<file path="src/rtl/snake_body_scheduler.sv">
// Snake body scheduler: scans the segment RAM during horizontal blanking
// and drives a per-block body enable for the next block row.
module snake_body_scheduler #(
    parameter int H_ACTIVE   = 640,
    parameter int H_TOTAL    = 800,
    parameter int V_ACTIVE   = 480,
    parameter int V_TOTAL    = 525,
    parameter int PIX_W      = 10,
    parameter int COORD_W    = 7,
    parameter int ROW_BLOCKS = 80,
    parameter int STARVE     = 16
) (
    input  logic               clock_25,
    input  logic               reset,
    input  logic [PIX_W-1:0]   X,
    input  logic [PIX_W-1:0]   Y,
    input  logic [3:0]         snake_length,
    output logic               seg_rd,
    output logic [3:0]         seg_addr,
    input  logic [COORD_W-1:0] seg_x,
    input  logic [COORD_W-1:0] seg_y,
    input  logic               game_req,
    output logic               game_gnt,
    output logic               en_snake_body,
    output logic               scan_busy,
    output logic               scan_overrun
);

    localparam int SW = $clog2(STARVE + 1);
    localparam logic [PIX_W-1:0] XA = PIX_W'(H_ACTIVE);
    localparam logic [PIX_W-1:0] XE = PIX_W'(H_TOTAL - 1);
    localparam logic [PIX_W-1:0] YA = PIX_W'(V_ACTIVE);
    localparam logic [PIX_W-1:0] YL = PIX_W'(V_TOTAL - 1);
    localparam logic [COORD_W-1:0] RB = COORD_W'(ROW_BLOCKS);
    localparam logic [SW-1:0] SLIM = SW'(STARVE - 1);

    typedef enum logic [2:0] {
        S_IDLE,
        S_CLEAR,
        S_READ,
        S_WAIT,
        S_DONE
    } state_t;

    state_t                state_q, state_d;
    logic [ROW_BLOCKS-1:0] shadow_q, shadow_d;
    logic [ROW_BLOCKS-1:0] active_q, active_d;
    logic [3:0]            idx_q, idx_d;
    logic [3:0]            len_q, len_d;
    logic [COORD_W-1:0]    row_q, row_d;
    logic [SW-1:0]         starve_q, starve_d;
    logic                  en_q, en_d;
    logic                  ovr_q, ovr_d;

    logic             eol;
    logic             yield;
    logic [PIX_W-1:0] nl;

    assign eol       = (X == XE);
    assign yield     = game_req && (starve_q < SLIM);
    assign scan_busy = (state_q == S_CLEAR) || (state_q == S_READ) ||
                       (state_q == S_WAIT);
    assign seg_rd    = (state_q == S_READ) && !yield;
    assign seg_addr  = idx_q;
    assign game_gnt  = game_req && !seg_rd;

    assign en_snake_body = en_q;
    assign scan_overrun  = ovr_q;

    always_comb begin
        state_d  = state_q;
        shadow_d = shadow_q;
        active_d = active_q;
        idx_d    = idx_q;
        len_d    = len_q;
        row_d    = row_q;
        starve_d = starve_q;
        ovr_d    = ovr_q;
        nl       = (Y == YL) ? '0 : Y + PIX_W'(1);
        unique case (state_q)
            S_IDLE: begin
                if (X == XA && nl < YA && nl[2:0] == 3'd0) begin
                    row_d   = COORD_W'(nl >> 3);
                    len_d   = snake_length;
                    state_d = S_CLEAR;
                end
            end
            S_CLEAR: begin
                shadow_d = '0;
                idx_d    = '0;
                state_d  = (len_q == 4'd0) ? S_DONE : S_READ;
            end
            S_READ: begin
                if (yield) begin
                    starve_d = starve_q + SW'(1);
                end else begin
                    starve_d = '0;
                    state_d  = S_WAIT;
                end
            end
            S_WAIT: begin
                if (seg_y == row_q && seg_x < RB)
                    shadow_d[seg_x] = 1'b1;
                idx_d = idx_q + 4'd1;
                if ({1'b0, idx_q} + 5'd1 == {1'b0, len_q})
                    state_d = S_DONE;
                else
                    state_d = S_READ;
            end
            S_DONE: begin
                if (eol) begin
                    active_d = shadow_q;
                    state_d  = S_IDLE;
                end
            end
            default: state_d = S_IDLE;
        endcase
        // A late scan must never expose a partial mask: blank the row.
        if (scan_busy && eol) begin
            state_d  = S_IDLE;
            active_d = '0;
            starve_d = '0;
            ovr_d    = 1'b1;
        end
        en_d = (X < XA && Y < YA) ? active_q[X[PIX_W-1:3]] : 1'b0;
    end

    always_ff @(posedge clock_25 or negedge reset) begin
        if (!reset) begin
            state_q  <= S_IDLE;
            shadow_q <= '0;
            active_q <= '0;
            idx_q    <= '0;
            len_q    <= '0;
            row_q    <= '0;
            starve_q <= '0;
            en_q     <= 1'b0;
            ovr_q    <= 1'b0;
        end else begin
            state_q  <= state_d;
            shadow_q <= shadow_d;
            active_q <= active_d;
            idx_q    <= idx_d;
            len_q    <= len_d;
            row_q    <= row_d;
            starve_q <= starve_d;
            en_q     <= en_d;
            ovr_q    <= ovr_d;
        end
    end

endmodule

</file>
<file path="config.mk">
export PLATFORM = sky130hd
export DESIGN_NAME = snake_body_scheduler
export DESIGN_NICKNAME = d
export VERILOG_FILES = /design/src/rtl/snake_body_scheduler.sv
export SDC_FILE = /design/constraint.sdc
export NUM_CORES = 1
export LEC_CHECK = 0
export ABC_AREA = 1
export BUFFER_PORTS_ARGS = -buffer_cell sky130_fd_sc_hd__buf_2
export CAP_MARGIN = 40
export CORE_MARGIN = 2
export CORE_UTILIZATION = 60
export CTS_CLUSTER_DIAMETER = 100
export DETAILED_ROUTE_END_ITERATION = 16
export HOLD_SLACK_MARGIN = 0.05
export PLACE_DENSITY = 0.89
export SETUP_SLACK_MARGIN = 0.02
export SLEW_MARGIN = 5
export SYNTH_ARGS = -nofsm -noshare
export SYNTH_HDL_FRONTEND = slang
export SYNTH_SLANG_ARGS = --single-unit
</file>
<file path="constraint.sdc">
create_clock -name clock_25 -period 4.25 [get_ports clock_25]
set_input_delay 0.2125 -clock clock_25 [delete_from_list [all_inputs] [get_ports clock_25]]
set_output_delay 0.2125 -clock clock_25 [all_outputs]
set_load 0.005 [all_outputs]
</file>
==> reports/metrics.cfg, run 1 <==
[route]
dr.pass1.iters = 6
ant_nets = 0
wl_per_cell_microns = 18.0
drc = 0
wl_microns = 23100
drt_iter0_drc = 910
vias_per_cell = 6.02
via_count = 7724

[worst_setup_path]
crit_path_max_incr_delay_ns = 0.56
cp_slowest_cell = buf_4
path_cells = nor2_1 -> nand2_1 -> nor2_2 -> buf_4 -> inv_2 -> buf_4 -> nor2_1 -> a211oi_1
path_class = flip-flop to flip-flop
crit_fanout = 44
start_kind = flip-flop
crit_required_ns = 4.59
end_kind = flip-flop
worstPathArrival_ns = 2.76

[timing]
report.final.slew_viol_count = 0
fin_crit_ns = 2.42
worst_pin_slew_ns = 0.900
setup_viol = 0
rsz0062_at_grt = no
hold_viol_final = 0
max-slew-margin-rel = 0.400
max_freq_mhz = 413
fin_crit_sh = 0.570
setup_tns_ns = 0
skew_ns = 0.00710

[cts]
clock-sinks = 185
cts_tree = done
cts_made_buffers = 17
h-tree-depth = 4
clk_latency_ns = 0.44
cts_buffer_depth = 2
cts_resized = 0
root_buffer = clkbuf_16
clk_pin_slew_ns = 0.07

[placement]
port_buffers = 49
post-place-cells = 1245
routabilityCongestion = 0.964
place_hpwl_microns = 14800
dpl_cell_area_sq_um = 9290

[hold_path]
worst_hold_path_type = input pin to flip-flop

[flow_run]
maxCapViolCount = 0

[logic_synthesis]
avgSynthCellArea_sq_um = 8.53
synth_edf_count = 0
yosysUniqueCellTypes = 38
synthArstFlopShare = 1.00
synth_nets = 1088
seq_area_frac_synth = 0.521
synthFlopType = dfrtp_1
ys_ff_latch = 185
yosys.area.top_type_share = 0.521
yosysTopAreaCell = dfrtp_1
synth_warnings = 0
synth_cells = 1043
netlist_area_sq_um = 8890
synthTopCellsByArea = dfrtp_1 (52%), inv_1 (7.2%), nand2_1 (5.9%)

[global_route]
antenna_found_initial = 0
track_usage = 0.301
grt_pass1_vias = 7482
grt_pass1_wl_microns = 37700
grt_overflow_total = 0
grt_max_degree = 86

[power]
vdd_drop_max_uv = 298
p_per_area_nw_per_um2 = 414
p_leak_nw = 4.90

[die]
initial_core_util = 0.612
ioPinCount = 50
rows = 44
die_h_microns = 126
core_area_sq_um = 14500
dieArea_sq_um = 15800
die_w_microns = 126

[layout]
nets = 1130
design_area_sq_um = 9930
final_cells = 1282
drive_gt1_frac = 0.129
layout_common_cells = dfrtp_1 (185), inv_1 (171), nand2_1 (139)
layout_commonest_cell = dfrtp_1
syn2layout_area_growth_pct = 11.7
fillers = 1079
num_antenna_cells = 0

[status]
status = complete, no violations

## worst paths after layout
kind	to	cells after the start	slack (ns)	startpoint
min in group asynchronous	shadow_q[62]	2	0.21	reset
hold reg to reg	row_q[6]	2	0.49	row_q[6]
hold / removal	row_q[3]	3	0.15	Y[6]
max in group asynchronous	row_q[3]	4	2.89	reset
setup reg to reg	active_q[19]	8	1.83	state_q[1]
setup / recovery	active_q[19]	8	1.83	state_q[1]
## repair_timing
action | 4_1_cts | 5_1_grt
hold endpoints to repair | 51 | 0
hold buffers | 5 | 0
setup buffers | 0 | 0
setup endpoints to repair | 0 | 0
## cells in the mapped netlist (all sizes together), types with 3 or more instances
cell type,count
inv,175
xnor2,3
nor2,115
nor3,19
o211ai,9
dfrtp,185
xor2,10
a211oi,39
ha,4
buf,38
a31oi,25
nand3b,3
nand2,142
nand4,5
o21ai,35
nand3,100
o22ai,38
clkbuf,15
a21oi,74
## power by group
part	total (mW)	internal, mW	switching [mW]
sequential	1.93	1.87	0.0598
combinational	0.603	0.167	0.436
clock	1.57	0.856	0.718
## cells by family after synthesis
| kind of cell | synth area share |
|---|---|
| AND/OR/NAND/NOR | 0.192 |
| buffers and inverters | 0.110 |
| AO/OA/AOI/OAI | 0.158 |
| flip-flops | 0.521 |
| XOR/XNOR | 0.0128 |
| adder cells (fa/ha/maj) | 0.00563 |
## flip-flops by register name, indices dropped and copies added (netlist names)
| signal | flops |
|---|---|
| active_q | 80 |
| shadow_q | 80 |
| row_q | 7 |
| starve_q | 5 |
| len_q | 4 |
| seg_addr | 4 |
| state_q | 3 |
| en_snake_body | 1 |
| scan_overrun | 1 |
## stage by stage
stage	util	setup WS [ns]	hold slack, ns	power (mW)
finish	0.683	1.83	0.145	4.11
global route	0.683	1.65	0.147	4.26
CTS	0.683	1.86	0.130	4.09
detailed placement	0.639	1.64	0.107	2.54
global placement	0.630	1.73	0.423	2.51
floorplan	-	2.77	-0.0831	2.37
## layer usage
| layer | global-route usage | routed length (microns) | vias to the layer above |
|---|---|---|---|
| li1 | - | - | 3505 |
| met1 | 0.384 | 8670 | 3733 |
| met2 | 0.499 | 11500 | 413 |
| met3 | 0.0667 | 2060 | 73 |
| met4 | 0.135 | 882 | 0 |
| met5 | 0 | 0 | - |
## worst max-delay path, delay by kind of cell (launching register included)
family	cells	cell delay, ns
buf+inv	3	1.25
flops	1	0.44
simple gates	4	0.43
compound gates	1	0.19
## cell type report
cell class | count | area (sq um) | area share
tap | 184 | 230 | 0.0232
sequential | 185 | 4630 | 0.466
clock inverter | 13 | 136 | 0.0137
multi-input combinational | 628 | 3300 | 0.332
timing repair buffer | 76 | 519 | 0.0523
clock buffer | 19 | 453 | 0.0456
inverter | 177 | 664 | 0.0669
Note: power is estimated with default switching activity, not from simulation.
==> run 2, diff against run 1 <==
==> constraint.sdc (replaced) <==
create_clock -name clock_25 -period 2.5 [get_ports clock_25]
set_input_delay 0.125 -clock clock_25 [delete_from_list [all_inputs] [get_ports clock_25]]
set_output_delay 0.125 -clock clock_25 [all_outputs]
set_load 0.005 [all_outputs]
==> run 2 against run 1 <==
  * Core utilization grew 1.0 points
  * Clock skew grew 0.0031 ns
  * Worst setup slack lost 1.4 ns
  * Largest cell class unchanged
  * Highest routed layer unchanged
==> reports/metrics.cfg, run 2 (synthesis results as in run 1) <==
[status]
status = complete, no violations

[placement]
port_buffers = 49  ; unchanged
routabilityCongestion = 0.912  ; -5.4%
place_hpwl_microns = 14400  ; -3.2%

[cts]
cts_buffer_depth = 2  ; unchanged
cts_resized = 0  ; unchanged
root_buffer = clkbuf_16
post-cts-setup-buffer-count = 0  ; unchanged
cts_made_buffers = 17  ; unchanged
clk_latency_ns = 0.44  ; about the same
cts_tree = done
h-tree-depth = 4  ; unchanged
clock-sinks = 185  ; unchanged
clk_pin_slew_ns = 0.07  ; about the same

[timing]
setup_viol = 0  ; unchanged
fin_crit_ns = 2.10  ; -0.329 ns
report.final.slew_viol_count = 0  ; unchanged
fin_crit_sh = 0.838  ; +0.268
setup_tns_ns = 0  ; unchanged
skew_ns = 0.0102  ; +0.00309 ns
max_freq_mhz = 477  ; +16%
worst_pin_slew_ns = 0.873  ; -0.0272 ns
max-slew-margin-rel = 0.418  ; +0.0182
hold_viol_final = 0  ; unchanged
rsz0062_at_grt = no

[power]
p_leak_nw = 4.98  ; +1.6%
internal_power_mw = 5.28  ; +82%
p_seq_frac = 0.450  ; -0.020
p_per_area_nw_per_um2 = 724  ; +75%
clockPowerShare = 0.404  ; +0.021
sw_frac_of_total = 0.276  ; -0.0188
p_sw_mw = 2.02  ; +66%
vdd_drop_max_uv = 489  ; +64%
power_frac_comb = 0.145  ; -0.002
power_mw = 7.29  ; +78%

[route]
via_count = 7861  ; +1.8%
wl_per_cell_microns = 18.6  ; +3.3%
vias_per_cell = 6.09  ; +1.1%
wl_microns = 24000  ; +4.0%
drc = 0  ; unchanged
dr.pass1.iters = 6  ; unchanged
ant_nets = 0  ; unchanged
drt_iter0_drc = 1017  ; +12%

[worst_setup_path]
worstReg2RegEnd = shadow_q[77]
path_cells = inv_2 -> nand2_2 -> inv_1 -> o21ai_1 -> nor3_1 -> nand3_1 -> nand2_4 -> buf_12 -> nand3_1 -> a21oi_1
cp_slowest_cell = dfrtp_1
crit_path_max_incr_delay_ns = 0.44  ; -0.12 ns
crit_required_ns = 2.86  ; -1.73 ns
startpoint = state_q[2]
worstPathArrival_ns = 2.45  ; -0.31 ns
r2r-start = state_q[2]
start_kind = flip-flop
cp_common_cell = nand3_1
end_kind = flip-flop
ff2ff_path_depth = 10  ; +2
path_class = flip-flop to flip-flop
regToRegSetupSlack_ns = 0.40  ; -1.42 ns
crit_fanout = 33  ; -25%

[global_route]
met2_usage = 0.518  ; +0.0197
track_usage = 0.313  ; +0.0114
antenna_found_initial = 0  ; unchanged
use_met1 = 0.381  ; -0.00277
use_met3 = 0.0743  ; +0.00765
grt_pass1_vias = 7779  ; +4.0%
grt_busiest_layer = met2
grt_pass1_wl_microns = 38800  ; +2.9%
grt_max_degree = 82  ; -4.7%
grt_overflow_total = 0  ; unchanged

[layout]
fillers = 1048  ; -2.9%
num_antenna_cells = 0  ; unchanged
layout_common_cells = dfrtp_1 (185), inv_1 (171), nand2_1 (139)
final_core_util = 0.694  ; +0.0101
syn2layout_area_growth_pct = 13.4
drive_gt1_frac = 0.135  ; +0.00527
nets = 1140  ; +0.88%
layout_commonest_cell = dfrtp_1
reg_top3 = active_q x80, shadow_q x80, row_q x7

[hold_path]
hp-start = Y[6]
whs_endpoint = row_q[3]
worst_hold_path_type = input pin to flip-flop
holdPathStages = 3  ; unchanged

[die]
ioPinCount = 50  ; unchanged
initial_core_util = 0.612  ; unchanged
die_h_microns = 126  ; unchanged
dieArea_sq_um = 15800  ; unchanged
rows = 44  ; unchanged
core_area_sq_um = 14500  ; unchanged
die_w_microns = 126  ; unchanged

[flow_run]
maxCapViolCount = 0  ; unchanged

-- run 2: layer usage --
metal  wire length (microns)  share of wire
met5                       0              0
met4                    1200          0.050
met3                    2320          0.096
met2                   11700           0.49
met1                    8800           0.37
-- run 2: timing repair --
action,CTS,global route
hold endpoints to repair,76,0
hold buffers,7,0
setup endpoints to repair,0,0
-- run 2: stage by stage --
stage | setup WS (ns) | instance area (sq um) | instances | hold slack (ns)
floorplan | 1.02 | 8890 | 1043 | -0.171
global placement | 0.579 | 9360 | 1253 | 0.201
detailed placement | 0.525 | 9360 | 1253 | 0.205
CTS | 0.479 | 10100 | 1291 | 0.0567
global route | 0.268 | 10100 | 1291 | 0.0883
finish | 0.405 | 10100 | 1291 | 0.0659
-- run 2: worst max-delay path by stage --
stage	end	depth (start not counted)
2_1_floorplan	shadow_q[0]	10
3_3_place_gp	shadow_q[13]	10
3_5_place_dp	shadow_q[77]	10
4_1_cts	shadow_q[13]	10
5_1_grt	shadow_q[37]	10
6_report	shadow_q[77]	10
-- run 2: area by class of cell --
type	count	area, sq um	share of cell area
Timing Repair Buffer	86	609	0.0605
Clock inverter	10	165	0.0164
Inverter	177	664	0.0659
Sequential cell	185	4630	0.459
Multi-Input combinational cell	628	3300	0.327
Tap cell	184	230	0.0228
Clock buffer	21	480	0.0477
-- run 2: worst max-delay path: cells and delay by family, from the launching register on --
family | cells | cell delay [ns]
AO/OA/AOI/OAI | 2 | 0.24
buffers and inverters | 3 | 0.42
flip-flops | 1 | 0.44
AND/OR/NAND/NOR | 5 | 0.90
-- run 2: power by group through the flow --
| stage | Clock [mW] | Sequential [mW] | Combinational, mW |
|---|---|---|---|
| 6_report | 2.95 | 3.29 | 1.06 |
| 5_1_grt | 3.06 | 3.30 | 1.17 |
| 4_1_cts | 2.94 | 3.28 | 1.04 |
| 3_5_place_dp | 0 | 3.33 | 1.02 |
| 3_3_place_gp | 0 | 3.32 | 0.985 |
| 2_1_floorplan | 0 | 3.31 | 0.712 |
==> run 3, diff against run 2 <==
--- a/config.mk
+++ b/config.mk
@@ -9,11 +9,11 @@
 export BUFFER_PORTS_ARGS = -buffer_cell sky130_fd_sc_hd__buf_2
 export CAP_MARGIN = 40
 export CORE_MARGIN = 2
-export CORE_UTILIZATION = 60
+export CORE_UTILIZATION = 55
 export CTS_CLUSTER_DIAMETER = 100
 export DETAILED_ROUTE_END_ITERATION = 16
 export HOLD_SLACK_MARGIN = 0.05
-export PLACE_DENSITY = 0.89
+export PLACE_DENSITY = 0.86
 export SETUP_SLACK_MARGIN = 0.02
 export SLEW_MARGIN = 5
 export SYNTH_ARGS = -nofsm -noshare
==> constraint.sdc (replaced) <==
create_clock -name clock_25 -period 1.88 [get_ports clock_25]
set_input_delay 0.094 -clock clock_25 [delete_from_list [all_inputs] [get_ports clock_25]]
set_output_delay 0.094 -clock clock_25 [all_outputs]
set_load 0.005 [all_outputs]
==> run 3 against run 2 <==
  * Clock power rose by 15%
  * Die area rose by 8.8%
  * Sequential power grew 33%
  * Worst hold slack gained 0.0036 ns
  * Wire length increased by 9.5%
  * Critical path type is now flip-flop to output pin
  * Largest power group unchanged
==> reports/metrics.cfg, run 3 (synthesis results as in run 1) <==
[status]
status = complete, no violations

[placement]
port_buffers = 49  ; unchanged
place_hpwl_microns = 14500  ; +1.1%
routabilityCongestion = 0.944  ; +3.5%

[cts]
clk_latency_ns = 0.44  ; about the same
clk_pin_slew_ns = 0.07  ; about the same
clock-sinks = 185  ; unchanged
cts_buffer_depth = 2  ; unchanged
cts_made_buffers = 17  ; unchanged
h-tree-depth = 4  ; unchanged
root_buffer = clkbuf_16
cts_tree = done

[die]
ioPinCount = 50  ; unchanged
initial_core_util = 0.562  ; -0.0500
die_w_microns = 131  ; +4.3%
core_area_sq_um = 15800  ; +8.9%
die_h_microns = 131  ; +4.3%
dieArea_sq_um = 17200  ; +8.8%
rows = 46  ; +4.5%

[layout]
drive_gt1_frac = 0.175  ; +0.0408
layout_common_cells = dfrtp_1 (184), inv_1 (170), nand2_1 (139)
final_core_util = 0.669  ; -0.0245
num_antenna_cells = 0  ; unchanged
reg_top3 = active_q x80, shadow_q x80, row_q x7
syn2layout_area_growth_pct = 19.1
layout_commonest_cell = dfrtp_1
nets = 1173  ; +2.9%

[power]
internal_power_mw = 6.73  ; +28%
clockPowerShare = 0.353  ; -0.051
power_frac_comb = 0.192  ; +0.047
p_seq_frac = 0.455  ; +0.005
vdd_drop_max_uv = 558  ; +14%
p_sw_mw = 2.88  ; +43%
sw_frac_of_total = 0.299  ; +0.0230
p_per_area_nw_per_um2 = 907  ; +25%
p_leak_nw = 5.16  ; +3.7%

[hold_path]
holdPathStages = 4  ; +1
worst_hold_path_type = input pin to flip-flop

[timing]
worst_pin_slew_ns = 0.682  ; -0.191 ns
hold_viol_final = 0  ; unchanged
setup_tns_ns = 0  ; unchanged
max-slew-margin-rel = 0.544  ; +0.126
whs_ns = 0.0695  ; +0.00364 ns
max_freq_mhz = 537
report.final.slew_viol_count = 0  ; unchanged
fin_crit_sh = 0.991
fin_crit_ns = 1.86
skew_ns = 0.00973  ; -0.000453 ns
setup_viol = 0  ; unchanged

[worst_setup_path]
crit_path_max_incr_delay_ns = 0.44  ; about the same
crit_required_ns = 1.79  ; -1.07 ns
cp_common_cell = nor2_1
cp_slowest_cell = dfrtp_1
path_class = flip-flop to output pin
ff2ff_path_depth = 7  ; -3
path_cells = nor2_1 -> inv_1 -> nor2_1 -> inv_1 -> nor2_2 -> nor2_1 -> buf_2
start_kind = flip-flop
end_kind = output pin
crit_fanout = 3  ; -91%
worstPathArrival_ns = 1.77  ; -0.68 ns

[flow_run]
maxCapViolCount = 0  ; unchanged

[global_route]
grt_pass1_vias = 7775  ; -0.051%
antenna_found_initial = 0  ; unchanged
grt_overflow_total = 0  ; unchanged
grt_max_degree = 82  ; unchanged
grt_pass1_wl_microns = 38800  ; about the same
track_usage = 0.284  ; -0.0287

[route]
wl_per_cell_microns = 19.4  ; +4.3%
drt_iter0_drc = 963  ; -5.3%
ant_nets = 0  ; unchanged
wl_microns = 26300  ; +9.5%
vias_per_cell = 6.07  ; -0.39%
drc = 0  ; unchanged
dr.pass1.iters = 5  ; -1
via_count = 8225  ; +4.6%

-- run 3: power groups by stage --
stage,registers [mW],logic [mW],clock network [mW]
2_1_floorplan,4.40,0.947,0
3_5_place_dp,4.43,1.44,0
3_3_place_gp,4.42,1.41,0
5_1_grt,4.39,1.97,3.54
6_report,4.37,1.84,3.39
4_1_cts,4.36,1.48,3.37
-- run 3: worst max-delay path, delay by kind of cell (launching register included) --
kind	cells	cell delay, ns
AND/OR/NAND/NOR	4	0.57
flip-flops	1	0.44
buffers and inverters	3	0.33
-- run 3: final cells by class --
cell class	count	area (sq um)
clock buffer	19	443
timing repair buffer	117	1050
clock inverter	12	104
tap	216	270
sequential	185	4630
fill	1085	5240
multi-input combinational	630	3420
inverter	177	664
-- run 3: final timing paths --
kind	start	to	slack, ns
max	state_q[0]	game_gnt	0.02
min	X[6]	en_snake_body	0.07
max reg2reg	state_q[2]	active_q[45]	0.10
min reg2reg	shadow_q[41]	shadow_q[41]	0.50
max in group asynchronous	reset	shadow_q[68]	0.90
min in group asynchronous	reset	shadow_q[55]	0.13
-- run 3: stage by stage --
step           total power [mW]  cells  setup WS [ns]  instance area (sq um)
6_report                   9.61   1356         0.0170                  10600
5_1_grt                    9.90   1356        -0.0754                  10600
4_1_cts                    9.21   1339         0.0780                  10200
3_5_place_dp               5.87   1297         0.0123                   9580
3_3_place_gp               5.83   1297         0.0995                   9580
2_1_floorplan              5.35   1043          0.400                   8890
-- run 3: metal layers --
layer,wire [microns],up-vias,share of wire,track usage
met5,0,-,0,0
met2,12500,477,0.48,0.462
met4,1580,0,0.060,0.143
li1,-,3586,-,-
met1,9600,4020,0.37,0.361
met3,2630,142,0.10,0.0610
-- run 3: what timing repair did --
| item | CTS | global route |
|---|---|---|
| hold buffers | 11 | 0 |
| endpoints found under the hold margin | 128 | 0 |
| buffers inserted | 0 | 7 |
| endpoints found under the setup margin | 0 | 84 |
| gates resized for setup | 0 | 27 |
